$ cat src/rtl/des_pkg.sv
// des_pkg: DES key-schedule constants, key types, FSM states and the rotate/PC-2 helpers.
package des_pkg;
  localparam int DES_ROUNDS = 16;
  localparam logic [15:0] SHIFT_SCHED = 16'b1100_0000_1000_0001;
  typedef logic [0:55] key56_t;
  typedef logic [0:47] rkey48_t;
  typedef enum logic [1:0] {IDLE, GEN, SERVE} state_t;
  localparam logic [5:0] PC2 [48] = '{
    13, 16, 10, 23,  0,  4,  2, 27, 14,  5, 20,  9,
    22, 18, 11,  3, 25,  7, 15,  6, 26, 19, 12,  1,
    40, 51, 30, 36, 46, 54, 29, 39, 50, 44, 32, 47,
    43, 48, 38, 55, 33, 52, 45, 41, 49, 35, 28, 31
  };
  function automatic key56_t rotate(key56_t k, logic one);
    return one ? {k[1:27], k[0], k[29:55], k[28]} : {k[2:27], k[0:1], k[30:55], k[28:29]};
  endfunction
  function automatic rkey48_t pc2(key56_t k);
    rkey48_t r;
    r = '0;
    for (int i = 0; i < 48; i++) r[6'(i)] = k[PC2[6'(i)]];
    return r;
  endfunction
endpackage

$ cat src/rtl/des_key_sched_ctrl_if.sv
// des_key_sched_ctrl_if: key-load and round-key delivery handshakes of the key-schedule controller.
interface des_key_sched_ctrl_if;
  import des_pkg::*;
  logic key_valid, key_ready, decrypt, reuse;
  key56_t key_in;
  logic rk_valid, rk_ready, rk_last, busy;
  rkey48_t rk_out;
  logic [3:0] rk_round;
  modport master(output key_valid, key_in, decrypt, reuse, rk_ready,
                 input key_ready, rk_valid, rk_out, rk_round, rk_last, busy);
  modport slave(input key_valid, key_in, decrypt, reuse, rk_ready,
                output key_ready, rk_valid, rk_out, rk_round, rk_last, busy);
endinterface

$ cat src/rtl/des_rk_store.sv
// des_rk_store: 16x48 round-key store, one write port, one combinational read port, bulk clear.
module des_rk_store import des_pkg::*; (
  input  logic       clk,
  input  logic       rst_n,
  input  logic       we,
  input  logic       clr,
  input  logic [3:0] waddr,
  input  logic [3:0] raddr,
  input  rkey48_t    wdata,
  output rkey48_t    rdata
);
  rkey48_t mem [16];
  always_ff @(posedge clk or negedge rst_n)
    if (!rst_n) mem <= '{default: '0};
    else if (clr) mem <= '{default: '0};
    else if (we) mem[waddr] <= wdata;
  assign rdata = mem[raddr];
endmodule

$ cat src/rtl/round_key_gen.sv
// round_key_gen: one DES schedule step, C/D rotate by 1 or 2 then PC-2 compression.
module round_key_gen import des_pkg::*; (
  input  key56_t  cd,
  input  logic    shift,
  output key56_t  next_key,
  output rkey48_t rk
);
  assign next_key = rotate(cd, shift);
  assign rk = pc2(next_key);
endmodule

$ cat src/rtl/des_key_sched_ctrl.sv
// des_key_sched_ctrl: generates, stores and serves the 16 DES round keys; DES_KEY_REUSE_EN adds stored-key replay.
module des_key_sched_ctrl import des_pkg::*; #(
  parameter int ROUNDS  = DES_ROUNDS,
  parameter bit ZEROIZE = 1'b0
) (
  input logic clk,
  input logic rst_n,
  des_key_sched_ctrl_if.slave bus
);
  state_t state, state_nxt;
  key56_t cd, cd_nxt;
  rkey48_t rk_gen, rd_data;
  logic [3:0] cnt, ptr;
  logic dir, gen, serve, accept, gen_done, hs, fin, zero, reuse_go;
  if (ROUNDS != DES_ROUNDS) begin : g_bad_rounds
    $error("des_key_sched_ctrl supports ROUNDS = 16 only");
  end
  assign gen      = state == GEN;
  assign serve    = state == SERVE;
  assign accept   = state == IDLE && bus.key_valid;
  assign gen_done = gen && cnt == 4'(ROUNDS - 1);
  assign hs       = serve && bus.rk_ready;
  assign fin      = hs && bus.rk_last;
  assign zero     = fin && ZEROIZE;
`ifdef DES_KEY_REUSE_EN
  logic store_valid;
  assign reuse_go = state == IDLE && !bus.key_valid && bus.reuse && store_valid;
  always_ff @(posedge clk or negedge rst_n)
    if (!rst_n) store_valid <= 1'b0;
    else if (accept || zero) store_valid <= 1'b0;
    else if (gen_done) store_valid <= 1'b1;
`else
  logic unused_reuse;
  assign unused_reuse = bus.reuse;
  assign reuse_go = 1'b0;
`endif
  round_key_gen u_gen (.cd(cd), .shift(SHIFT_SCHED[4'd15 - cnt]), .next_key(cd_nxt), .rk(rk_gen));
  des_rk_store u_store (.clk(clk), .rst_n(rst_n), .we(gen), .clr(zero), .waddr(cnt),
                        .raddr(ptr), .wdata(rk_gen), .rdata(rd_data));
  always_ff @(posedge clk or negedge rst_n)
    if (!rst_n) state <= IDLE;
    else state <= state_nxt;
  always_comb begin
    state_nxt = state;
    state_nxt = accept ? GEN : (reuse_go || gen_done) ? SERVE : fin ? IDLE : state;
  end
  always_ff @(posedge clk or negedge rst_n)
    if (!rst_n) begin
      cd  <= '0;
      cnt <= '0;
      ptr <= '0;
      dir <= 1'b0;
    end else begin
      if (accept) begin
        cd  <= bus.key_in;
        dir <= bus.decrypt;
        cnt <= '0;
      end
      if (gen) begin
        cd  <= cd_nxt;
        cnt <= cnt + 4'd1;
      end
      if (gen_done) ptr <= dir ? 4'd15 : 4'd0;
      if (reuse_go) begin
        dir <= bus.decrypt;
        ptr <= bus.decrypt ? 4'd15 : 4'd0;
      end
      if (hs && !bus.rk_last) ptr <= dir ? ptr - 4'd1 : ptr + 4'd1;
      if (zero) cd <= '0;
    end
  assign bus.key_ready = state == IDLE;
  assign bus.busy      = gen || serve;
  assign bus.rk_valid  = serve;
  assign bus.rk_out    = serve ? rd_data : '0;
  assign bus.rk_round  = serve ? ptr : 4'd0;
  assign bus.rk_last   = serve && (dir ? ptr == 4'd0 : ptr == 4'd15);
endmodule

$ cat src/flat_wrapper.sv
// flat-port wrapper written by rule: the top's interface ports become plain ports
module des_key_sched_ctrl_flat import des_pkg::*;
#(
  parameter int ROUNDS  = DES_ROUNDS,
  parameter bit ZEROIZE = 1'b0
)
  (clk, rst_n, bus_key_valid, bus_key_in, bus_decrypt, bus_reuse, bus_rk_ready, bus_key_ready, bus_rk_valid, bus_rk_out, bus_rk_round, bus_rk_last, bus_busy);
  des_key_sched_ctrl_if bus_i ();
  input logic clk;
  input logic rst_n;
  input wire logic [$bits(bus_i.key_valid)-1:0] bus_key_valid;
  input wire logic [$bits(bus_i.key_in)-1:0] bus_key_in;
  input wire logic [$bits(bus_i.decrypt)-1:0] bus_decrypt;
  input wire logic [$bits(bus_i.reuse)-1:0] bus_reuse;
  input wire logic [$bits(bus_i.rk_ready)-1:0] bus_rk_ready;
  output wire logic [$bits(bus_i.key_ready)-1:0] bus_key_ready;
  output wire logic [$bits(bus_i.rk_valid)-1:0] bus_rk_valid;
  output wire logic [$bits(bus_i.rk_out)-1:0] bus_rk_out;
  output wire logic [$bits(bus_i.rk_round)-1:0] bus_rk_round;
  output wire logic [$bits(bus_i.rk_last)-1:0] bus_rk_last;
  output wire logic [$bits(bus_i.busy)-1:0] bus_busy;
  assign bus_i.key_valid = bus_key_valid;
  assign bus_i.key_in = bus_key_in;
  assign bus_i.decrypt = bus_decrypt;
  assign bus_i.reuse = bus_reuse;
  assign bus_i.rk_ready = bus_rk_ready;
  assign bus_key_ready = bus_i.key_ready;
  assign bus_rk_valid = bus_i.rk_valid;
  assign bus_rk_out = bus_i.rk_out;
  assign bus_rk_round = bus_i.rk_round;
  assign bus_rk_last = bus_i.rk_last;
  assign bus_busy = bus_i.busy;
  des_key_sched_ctrl #(.ROUNDS(ROUNDS), .ZEROIZE(ZEROIZE)) u_core (.clk(clk), .rst_n(rst_n), .bus(bus_i));
endmodule
$ cat config.mk
export PLATFORM = sky130hd
export DESIGN_NAME = des_key_sched_ctrl_flat
export DESIGN_NICKNAME = d
export VERILOG_FILES = /design/src/rtl/des_pkg.sv /design/src/rtl/des_key_sched_ctrl_if.sv /design/src/rtl/des_rk_store.sv /design/src/rtl/round_key_gen.sv /design/src/rtl/des_key_sched_ctrl.sv /design/src/flat_wrapper.sv
export SDC_FILE = /design/constraint.sdc
export NUM_CORES = 1
export LEC_CHECK = 0
export BUFFER_PORTS_ARGS = -buffer_cell sky130_fd_sc_hd__buf_4
export CORE_UTILIZATION = 30
export DETAILED_ROUTE_END_ITERATION = 8
export HOLD_SLACK_MARGIN = 0.08
export SLEW_MARGIN = 20
export SYNTH_ARGS = -nofsm -noshare
export SYNTH_HDL_FRONTEND = slang
export SYNTH_SLANG_ARGS = --single-unit
export TNS_END_PERCENT = 50
$ cat constraint.sdc
create_clock -name clk -period 3.2 [get_ports clk]
set_input_delay 0.32 -clock clk [delete_from_list [all_inputs] [get_ports clk]]
set_output_delay 0.32 -clock clk [all_outputs]
set_load 0.01 [all_outputs]
### Word-level counts from Yosys, hierarchy flattened

Memories as Yosys holds them, arrays and structs flattened.
Cells that the tools add are included.

| storage, ports and cells | value |
|---|---|
| flip-flop bits (word level) | 835 |
| memory bits (read-only) | 16 |
| input bits | 62 |
| word-level logic and storage cells | 72 |
| memories | 1 |

| cells by class | value |
|---|---|
| add/sub/neg operators | 4 |
| magnitude comparators | 4 |
| equality and inequality tests | 4 |
| muxes and demuxes | 22 |
| bitwise logic cells | 2 |
| reduce and logical (&&, ||, !) cells | 14 |

Memory list:

| memory | words | bits a word | rd ports | clocked after Yosys merged registers in | write ports | RTL line | RTL |
|---|---|---|---|---|---|---|---|
| (name not given) | 16 | 1 | 1 | 0 | 0 | des_key_sched_ctrl.sv:37 | `round_key_gen u_gen (.cd(cd), .shift(SHIFT_SCHED[4'd15 - cnt]), .next_key(cd_nxt), .rk(rk_gen));` |

Operators with widths:

| operator | number |
|---|---|
| 768-bit bitwise mux | 1 |
| 48-bit binary-select mux with 4-bit select | 1 |
| 48-bit demux with 4-bit select | 1 |
| 48-bit two-way mux | 4 |
| 56-bit two-way mux | 3 |
| 4-bit two-way mux | 7 |
| 5-bit >= comparator (second input constant) | 2 |
| 4-bit inverter with 5-bit output | 2 |
| 4-bit by 1-bit adder with 4-bit output (second input constant) | 2 |
| 4-bit equality test (second input constant) | 2 |
| 1-bit logical AND | 7 |
| 2-bit two-way mux | 3 |
| 4-bit by 5-bit less-than comparator with 1-bit output (second input constant) | 1 |
| 5-bit by 1-bit less-than comparator with 1-bit output (second input constant) | 1 |
| 4-bit zero test | 1 |
| 2-bit nonzero test | 2 |
| 4-bit by 1-bit subtractor with 4-bit output (second input constant) | 1 |
| 4-bit subtractor (first input constant) | 1 |
| 3-bit nonzero test | 1 |
| 2-bit by 1-bit equality test with 1-bit output (second input constant) | 1 |
| 2-bit equality test (second input constant) | 1 |
| 2-bit zero test | 1 |
| 1-bit two-way mux | 2 |
| 1-bit zero test | 1 |
| 1-bit logical OR | 1 |

### Depth between registers and ports, before layout

Gate-level depths: netlist (run 1).

| logic depth | value |
|---|---|
| depth in word-level cells | 7 |
| depth in mapped cells | 9 |
| gate-level depth less buffers | 6 |

### Modules after synthesis

A second synthesis (run 1) with hierarchy kept.

| unflattened totals | value |
|---|---|
| cell total of the unflattened synthesis | 4501 |
| area, all modules | 43270.2 µm² |

By module, submodules not included:

| module | times used | cells an instance | area each (µm²) | seq. area each (µm²) |
|---|---|---|---|---|
| des_rk_store | 1 | 4011 | 38444.4 | 19218.4 |
| des_key_sched_ctrl | 1 | 379 | 3619.7 | 1676.6 |
| round_key_gen | 1 | 111 | 1206.2 | 0.0 |

### Least setup slack after synthesis (run 1)

No wires, ideal clock.

| timing path | value |
|---|---|
| kind | reg-to-reg |
| start | register u_core.cnt[0] |
| end | register u_core.u_store.mem[641] in the netlist's numbering |
| library setup time | 140 ps |
| data arrival time | 2174 ps |
| data required time | 3060 ps |
| setup slack | 886 ps |
| stages on the path, launching flop included | 10 |
| buffers on the path | 4 |
| period minus slack after synthesis | 2314 ps |
| path through | dfrtp_1 > ha_1 > clkbuf_1 > mux2_4 > a21oi_2 > buf_6 > buf_6 > mux2i_1 > buf_2 > a21oi_1 |

| on the way | value |
|---|---|
| word-level cells in the longest chain between the ends | 6 |
| elaborated cells between the ends (all ways) | 11 |
| classes of those cells | add/sub: 1; order compare: 2; mux: 5; bitwise: 1; reduce/logical: 1; memory: 1 |

RTL lines:

| what | RTL line | RTL |
|---|---|---|
| start: declaration | des_key_sched_ctrl.sv:13 | `logic [3:0] cnt, ptr;` |
| start signal: assignment | des_key_sched_ctrl.sv:61 | `cnt <= cnt + 4'd1;` |
| branches (longest 5 deep; another with 4-bit subtractor) | -- |  |
| 768-bit bitwise mux * | des_rk_store.sv:16 | `else if (we) mem[waddr] <= wdata;` |
| end signal: indexed assignment | des_rk_store.sv:16 |  |
| end: declaration | des_rk_store.sv:12 | `rkey48_t mem [16];` |

Mark *: on every way between the ends. The select of a mux whose other input is x is not followed.
A chain may end at the register's enable or synchronous reset.

### Worst setup path after layout (run 1)

| timing path | value |
|---|---|
| start | register u_core.state[0] |
| end | output bus_rk_out[35] |

| on the way | value |
|---|---|
| word-level cells in the longest chain between the ends | 2 |

RTL lines:

| what | RTL line | RTL |
|---|---|---|
| start: declaration | des_key_sched_ctrl.sv:10 | `state_t state, state_nxt;` |
| start signal: assignment | des_key_sched_ctrl.sv:42 | `else state <= state_nxt;` |
| 2-bit equality test | des_key_sched_ctrl.sv:19 | `assign serve = state == SERVE;` |
| 48-bit two-way mux | des_key_sched_ctrl.sv:74 | `assign bus.rk_out = serve ? rd_data : '0;` |
| end: declaration | flat_wrapper.sv:18 | `output wire logic [$bits(bus_i.rk_out)-1:0] bus_rk_out;` |

No other way between the ends.

==> impl_metrics.toml, run 1 <==
[die]
start_util_pct = 30.5
num_rows = 107
die_h_microns = 297
core_sq_um = 85700
io_pins = 118
die_w_microns = 297
dieArea_sq_um = 88300

[synth]
yosys-top-cells-area = "dfrtp_1 (55%), mux4_2 (11%), nand2_1 (6.4%), o21ai_0 (6.1%), mux2i_1 (3.2%)"
yosys.cell_types.count = 46
ys.flop_type = "dfrtp_1"
synth.most_common_cell = "dfrtp_1"
yosysTopAreaCell = "dfrtp_1"
synth_cells = 2412
synth_common_cells = "dfrtp_1 (579), nand2_1 (445), o21ai_0 (317), a21oi_1 (160), clkbuf_1 (158)"
synthArstFlopShare_pct = 100
ys_seq_area_share_pct = 55.4
synth_edf_count = 0
ys_ff_latch = 579
syn_avg_cell_area_sq_um = 10.8
synth_area_sq_um = 26100
yosysTopAreaCellShare_pct = 55.4
yosysWarnings = 0

[layout]
n_fill_cell = 8502
drive_above_1_share_pct = 19.1
final_area_sq_um = 30700
multi_input_area_sq_um = 10700
register_area_sq_um = 14500
diodes = 0
synthToLayoutAreaGrowth_pct = 17.6
nets = 2535
instances_no_fill = 3657

[pwr]
p_clk_share_pct = 21.2
p_sw_share_pct = 38.5
p_switching_mw = 13.1
p_int_mw = 20.9
peakVddDrop_uv = 705
p_total_mw = 34.0
p_leak_nw = 13.3
power_density_nw_per_um2 = 1110
comb_power_share_pct = 41.9
power_frac_seq_pct = 36.9

[worst_setup_path]
arrival_ns = 2.76
cp-end-kind = "primary output"
worst-r2r-cell-count = 8
cp_slowest_stage_delay_ns = 0.57
crit_type = "flip-flop to primary output"
cpMostUsedCell = "buf_4"
crit_fanout = 32
cp_slowest_cell = "buf_4"
required_ns = 2.88
crit_chain = "inv_1 -> ha_1 -> nand2b_2 -> buf_4 -> o22ai_1 -> buf_4"
start_kind = "flip-flop"

[detailed_routing]
finalWirelength_microns = 72100
postRouteAntennaNets = 0
vias_per_cell = 4.96
drc = 0
drtIter0Drc = 1318
drt-wirelength-per-cell_microns = 19.7
drt_first_pass_iters = 6
num_vias = 18100

[grt]
grt_usage_pct = 16.3
grt_overflow_total = 0
grt_max_degree = 86
grt_antenna_before_repair = 1
first_global_vias = 18100
grt_pass1_wl_microns = 111000

[sta]
hold_violations = 0
totalNegativeSetupSlack_ns = 0
slew_viol_final = 0
finalCriticalPeriod_ns = 3.08
skew_ns = 0.0249
max_freq_mhz = 325
rsz0062_at_grt = "no"
min_period_over_period_pct = 96.1
setup_violations = 0
slew_headroom_pct = 41.2
worstMarginPinSlew_ns = 0.882

[clock_network]
cts_tree = "done"
cts_buffer_depth = 3
clk_latency_ns = 0.62
cts_sinks = 579
cts_buffers = 59
clk_pin_slew_ns = 0.07
cts-htree-levels = 2
clockRootBuffer = "clkbuf_16"

[placement]
placed_cell_area_sq_um = 28500
hpwlAfterDp_microns = 41700
numPortBuffers = 100
place_inst = 3532
place_congestion = 0.739

[hold_path]
worstHoldPathCells = 4
holdCritPathClass = "primary input to flip-flop"

[flow_run]
cap_viol_max_count = 0

[status]
status = "complete, no violations"
==> cell type report <==
class | instances | share of cell area (%)
flip-flops and latches | 579 | 47.2
multi-input cells | 1603 | 34.9
repair buffers | 212 | 6.46
well taps | 1144 | 4.66
clock buffers | 86 | 5.79
inverters | 8 | 0.0977
clock inverters | 25 | 0.863
==> repair_timing <==
| item | CTS | global route |
|---|---|---|
| buffers inserted | 1 | 3 |
| endpoints found under the hold margin | 78 | 0 |
| hold buffers | 10 | 0 |
| pin swaps | 0 | 0 |
| endpoints found under the setup margin | 18 | 2 |
| resized for setup | 1 | 0 |
==> registers in the layout, indices dropped and copies added (netlist names) <==
signal	count
u_core.state	2
u_core.u_store.mem	512
u_core.cnt	4
u_core.cd	56
u_core.ptr	4
u_core.dir	1
==> power groups by stage <==
| stage | clock network, mW | logic (mW) | registers, mW |
|---|---|---|---|
| 2_1_floorplan | 0 | 10.4 | 11.9 |
| 3_3_place_gp | 0 | 13.9 | 12.6 |
| 3_5_place_dp | 0 | 14.2 | 12.7 |
| 4_1_cts | 7.34 | 14.3 | 12.6 |
| 5_1_grt | 7.60 | 15.7 | 12.9 |
| 6_report | 7.20 | 14.2 | 12.5 |
==> worst max-delay path, delay by kind of cell (launching register included) <==
| kind | cells | cell delay, ns |
|---|---|---|
| flip-flops | 1 | 0.41 |
| adder cells (fa/ha/maj) | 1 | 0.32 |
| AND/OR/NAND/NOR | 1 | 0.11 |
| AO/OA/AOI/OAI | 1 | 0.35 |
| buffers and inverters | 3 | 0.90 |
==> path summary, 6_finish.rpt <==
kind | from | end | slack [ns]
min | bus_key_in[35] | u_core.cd[35]$_DFFE_PN0P_ | 0.11
max in group asynchronous | rst_n | u_core.ptr[3]$_DFFE_PN0P_ | 1.95
max reg2reg | u_core.cnt[1]$_DFFE_PN0P_ | u_core.u_store.mem[273]$_DFFE_PN0P_ | 0.55
max | u_core.state[0]$_DFFE_PN0P_ | bus_rk_out[35] | 0.12
min in group asynchronous | rst_n | u_core.u_store.mem[136]$_DFFE_PN0P_ | 0.31
min reg2reg | u_core.u_store.mem[408]$_DFFE_PN0P_ | u_core.u_store.mem[408]$_DFFE_PN0P_ | 0.47
==> metal layers <==
| layer | track usage, % | vias to the layer above | part of all wire (%) |
|---|---|---|---|
| li1 | - | 8602 | - |
| met3 | 2.06 | 102 | 3.8 |
| met4 | 4.64 | 0 | 2.4 |
| met1 | 21.0 | 9082 | 43 |
| met5 | 0 | - | 0 |
| met2 | 28.7 | 359 | 51 |
==> stage by stage <==
stage | hold WS (ns) | setup slack [ns] | util, %
3_3_place_gp | 0.384 | 0.471 | 33.3
2_1_floorplan | 0.0244 | 0.886 | -
4_1_cts | 0.0850 | 0.0569 | 35.8
5_1_grt | 0.109 | 0.0762 | 35.9
6_report | 0.106 | 0.124 | 35.9
3_5_place_dp | 0.383 | 0.454 | 33.3
==> cells in the final DEF (no fill, tap or decap), types with 20 or more instances in the layout <==
master,instances
a211oi_1,57
a21oi_1,160
a31oi_1,24
and3_1,56
buf_12,28
buf_4,171
clkbuf_16,59
clkbuf_8,20
dfrtp_1,576
mux2i_1,83
mux4_2,128
nand2_1,443
nor2_1,134
o21ai_0,317
o21ai_1,73
o22ai_1,32
==> cells by family (layout without fill, tap and decap cells) <==
group	Yosys count	count (layout)	share of synthesized area [%]
AOI/OAI and AO/OA	681	681	14.1
xor gates and xnor gates	1	1	0.0335
adders and majority gates	10	10	0.508
buffers and inverters	245	331	4.21
DFF	579	579	55.4
muxes	228	228	15.2
other	1	16	0.0144
and+or+nand+nor	667	667	10.4
Note: power is estimated with default switching activity, not from simulation.
==> run 2: changes to the inputs <==
--- a/config.mk
+++ b/config.mk
@@ -5,6 +5,7 @@
 export SDC_FILE = /design/constraint.sdc
 export NUM_CORES = 1
 export LEC_CHECK = 0
+export ABC_AREA = 1
 export BUFFER_PORTS_ARGS = -buffer_cell sky130_fd_sc_hd__buf_4
 export CORE_UTILIZATION = 30
 export DETAILED_ROUTE_END_ITERATION = 8
==> run 2 against run 1 <==
Maximum frequency shrank 0.52%. Clock-buffer cell count increased by 7. Sequential power shrank 5%. Cell count is 52% higher. Global-route usage rose by 3.0 points. First-iteration DRC count rose by 93%. Highest routed layer unchanged. Area after synthesis up 17%. Setup slack worse by 0.016 ns. Flip-flop and latch count unchanged. Hold slack gained 0.011 ns. Clock power is 3.1% higher.
==> impl_metrics.toml, run 2 <==
[status]
status = "complete, no violations"

[die]
die_h_microns = 321
die_w_microns = 321
dieArea_sq_um = 103000
start_util_pct = 30.4
num_rows = 116
io_pins = 118
core_sq_um = 100000

[sta]
finalCriticalPeriod_ns = 3.09
hold_violations = 0
skew_ns = 0.0234
slew_headroom_pct = 46.2
min_period_over_period_pct = 96.6
max_freq_mhz = 323
setup_violations = 0
finalWorstSetupSlack_ns = 0.108
totalNegativeSetupSlack_ns = 0
worstMarginPinSlew_ns = 0.807
slew_viol_final = 0
rsz0062_at_grt = "no"

[grt]
grt_max_degree = 117
grt_antenna_before_repair = 0
grt_overflow_total = 0
grt_pass1_wl_microns = 157000
grt_usage_pct = 19.4
first_global_vias = 26200

[layout]
drive_above_1_share_pct = 8.74
instances_no_fill = 5567
top_register = "u_core.u_store.mem"
largest_reg_flops = 512
mostFrequentLayoutCells = "nand2_1 (1113), nand3_1 (825), dfrtp_1 (577)"
nets = 4232
n_fill_cell = 10700
final_area_sq_um = 35100
top_regs = "u_core.u_store.mem x512, u_core.cd x56"
diodes = 0
layout_commonest_cell = "nand2_1"
multi_input_area_sq_um = 12600
synthToLayoutAreaGrowth_pct = 15.2
register_area_sq_um = 14500

[synth]
ys_seq_area_share_pct = 47.5
ys.flop_type = "dfrtp_1"
yosysTopAreaCell = "dfrtp_1"
synth.most_common_cell = "nand2_1"
ys_ff_latch = 579
syn_avg_cell_area_sq_um = 7.32
synth_edf_count = 0
synth_common_cells = "nand2_1 (1113), nand3_1 (825), dfrtp_1 (579), inv_1 (526), o21ai_0 (394)"
yosysTopAreaCellShare_pct = 47.5
yosysWarnings = 0
synth_area_sq_um = 30500
synthArstFlopShare_pct = 100
synth_cells = 4167
yosys-top-cells-area = "dfrtp_1 (48%), nand2_1 (14%), nand3_1 (14%), inv_1 (6.5%), o21ai_0 (6.5%)"
yosys.cell_types.count = 30

[hold_path]
worstHoldPathCells = 3
holdCritPathClass = "primary input to flip-flop"
min_from = "bus_key_in[43]"
hold_end = "u_core.cd[43]$_DFFE_PN0P_"

[clock_network]
cts-htree-levels = 2
cts_buffer_depth = 3
clk_latency_ns = 0.64
cts_buffers = 60
cts_tree = "done"
cts_sinks = 579
clockRootBuffer = "clkbuf_16"
post_cts_buffers = 0
clk_pin_slew_ns = 0.06

[pwr]
p_leak_nw = 17.3
power_density_nw_per_um2 = 1110
peakVddDrop_uv = 629
p_total_mw = 39.0

[placement]
hpwlAfterDp_microns = 61100
placed_cell_area_sq_um = 32600
place_inst = 5407
dpl_worst_slack_ns = 0.553
numPortBuffers = 100
place_congestion = 0.828

[detailed_routing]
num_vias = 27800
drt-wirelength-per-cell_microns = 18.1
drt_first_pass_iters = 7
finalWirelength_microns = 101000
postRouteAntennaNets = 0
drtIter0Drc = 2548
vias_per_cell = 5.00
drc = 0

[worst_setup_path]
cpMostUsedCell = "nand2_1"
r2r-start = "u_core.cnt[3]$_DFFE_PN0P_"
cp-end-kind = "primary output"
crit_chain = "nand2_1 -> clkinv_1 -> buf_4 -> nand2_1 -> nand2_1 -> nor2_1 -> nor2_1 -> buf_4"
cp_slowest_cell = "dfrtp_1"
r2r_setup_slack_ns = 0.45
worstPathBufferInverterCount = 3
timing.rr.end = "u_core.u_store.mem[112]$_DFFE_PN0P_"
worst_path_dominant_cell_family = "buffers and inverters"
start_kind = "flip-flop"
required_ns = 2.88
arrival_ns = 2.77
cp_slowest_stage_delay_ns = 0.50
crit_fanout = 8
crit_type = "flip-flop to primary output"
worst-r2r-cell-count = 7

[flow_run]
cap_viol_max_count = 0
run 2: cell count changes after synthesis, moves of 27 or more:
cell      change
a21oi_1     -132
mux2i_1      -83
o22ai_1      -31
nand2_1     +668
clkbuf_1     -27
inv_1       +518
nand3_1     +816
and3_1       -56
nand2_2      +41
o21ai_0      +77
buf_2        +86
mux4_2      -128
a211oi_1     -57
nand4_1      +33
run 2: worst max path at each step:
stage / start / end / cells past startpoint
after global placement: u_core.cnt[3]$_DFFE_PN0P_ / u_core.u_store.mem[41]$_DFFE_PN0P_ / 7
after CTS: u_core.ptr[0]$_DFFE_PN0P_ / bus_rk_out[24] / 11
after floorplan: u_core.ptr[1]$_DFFE_PN0P_ / bus_rk_out[16] / 10
after detailed placement: u_core.cnt[3]$_DFFE_PN0P_ / u_core.u_store.mem[208]$_DFFE_PN0P_ / 7
after global routing: u_core.ptr[0]$_DFFE_PN0P_ / bus_rk_out[46] / 9
final: u_core.ptr[3]$_DFFE_PN0P_ / bus_rk_out[46] / 8
run 2: cell families (layout without fill, tap and decap cells):
family | after synthesis | after routing | synth area share (%)
compound gates | 531 | 531 | 8.82
xor+xnor | 2 | 2 | 0.0574
fa+ha+maj | 10 | 10 | 0.435
buf+inv | 856 | 884 | 11.7
flops | 579 | 579 | 47.5
other cells | 1 | 16 | 0.0123
simple gates | 2188 | 2188 | 31.4
run 2: repair_timing:
item	CTS	global route
resized for setup	1	3
setup endpoints to repair	1	3
endpoints found under the hold margin	102	0
hold buffers	48	0
run 2: area by class of cell:
| type | count | share of cell area [%] |
|---|---|---|
| clock buffer | 93 | 5.11 |
| clock inverter | 19 | 0.741 |
| inverter | 534 | 5.76 |
| multi-input combinational | 2747 | 35.8 |
| sequential | 579 | 41.3 |
| tap | 1357 | 4.83 |
| timing repair buffer | 238 | 6.46 |
run 2: worst reg2reg max path, delay by kind of cell (launching register included):
| kind | cells | cell delay, ns |
|---|---|---|
| buf+inv | 1 | 0.54 |
| compound gates | 1 | 0.11 |
| flops | 1 | 0.48 |
| simple gates | 5 | 1.48 |
run 2: where the power goes:
part	total [mW]	leakage (nW)	switching [mW]	internal (mW)
sequential	11.9	7.31	1.23	10.6
clock	7.42	1.01	3.09	4.33
combinational	19.8	8.96	14.2	5.58
total	39.0	17.3	18.5	20.6
run 2: routing by layer:
metal / part of all wire (%) / track usage [%]
met4: 3.3 / 6.34
met2: 46 / 31.4
met3: 6.7 / 2.76
met5: 0 / 0
met1: 44 / 26.5
run 2: through the flow:
| step | util (%) | hold WS [ns] |
|---|---|---|
| CTS | 35.0 | 0.0828 |
| floorplan | - | 0.0244 |
| global placement | 32.4 | 0.361 |
| global route | 35.0 | 0.116 |
| finish | 35.0 | 0.117 |
| detailed placement | 32.4 | 0.361 |
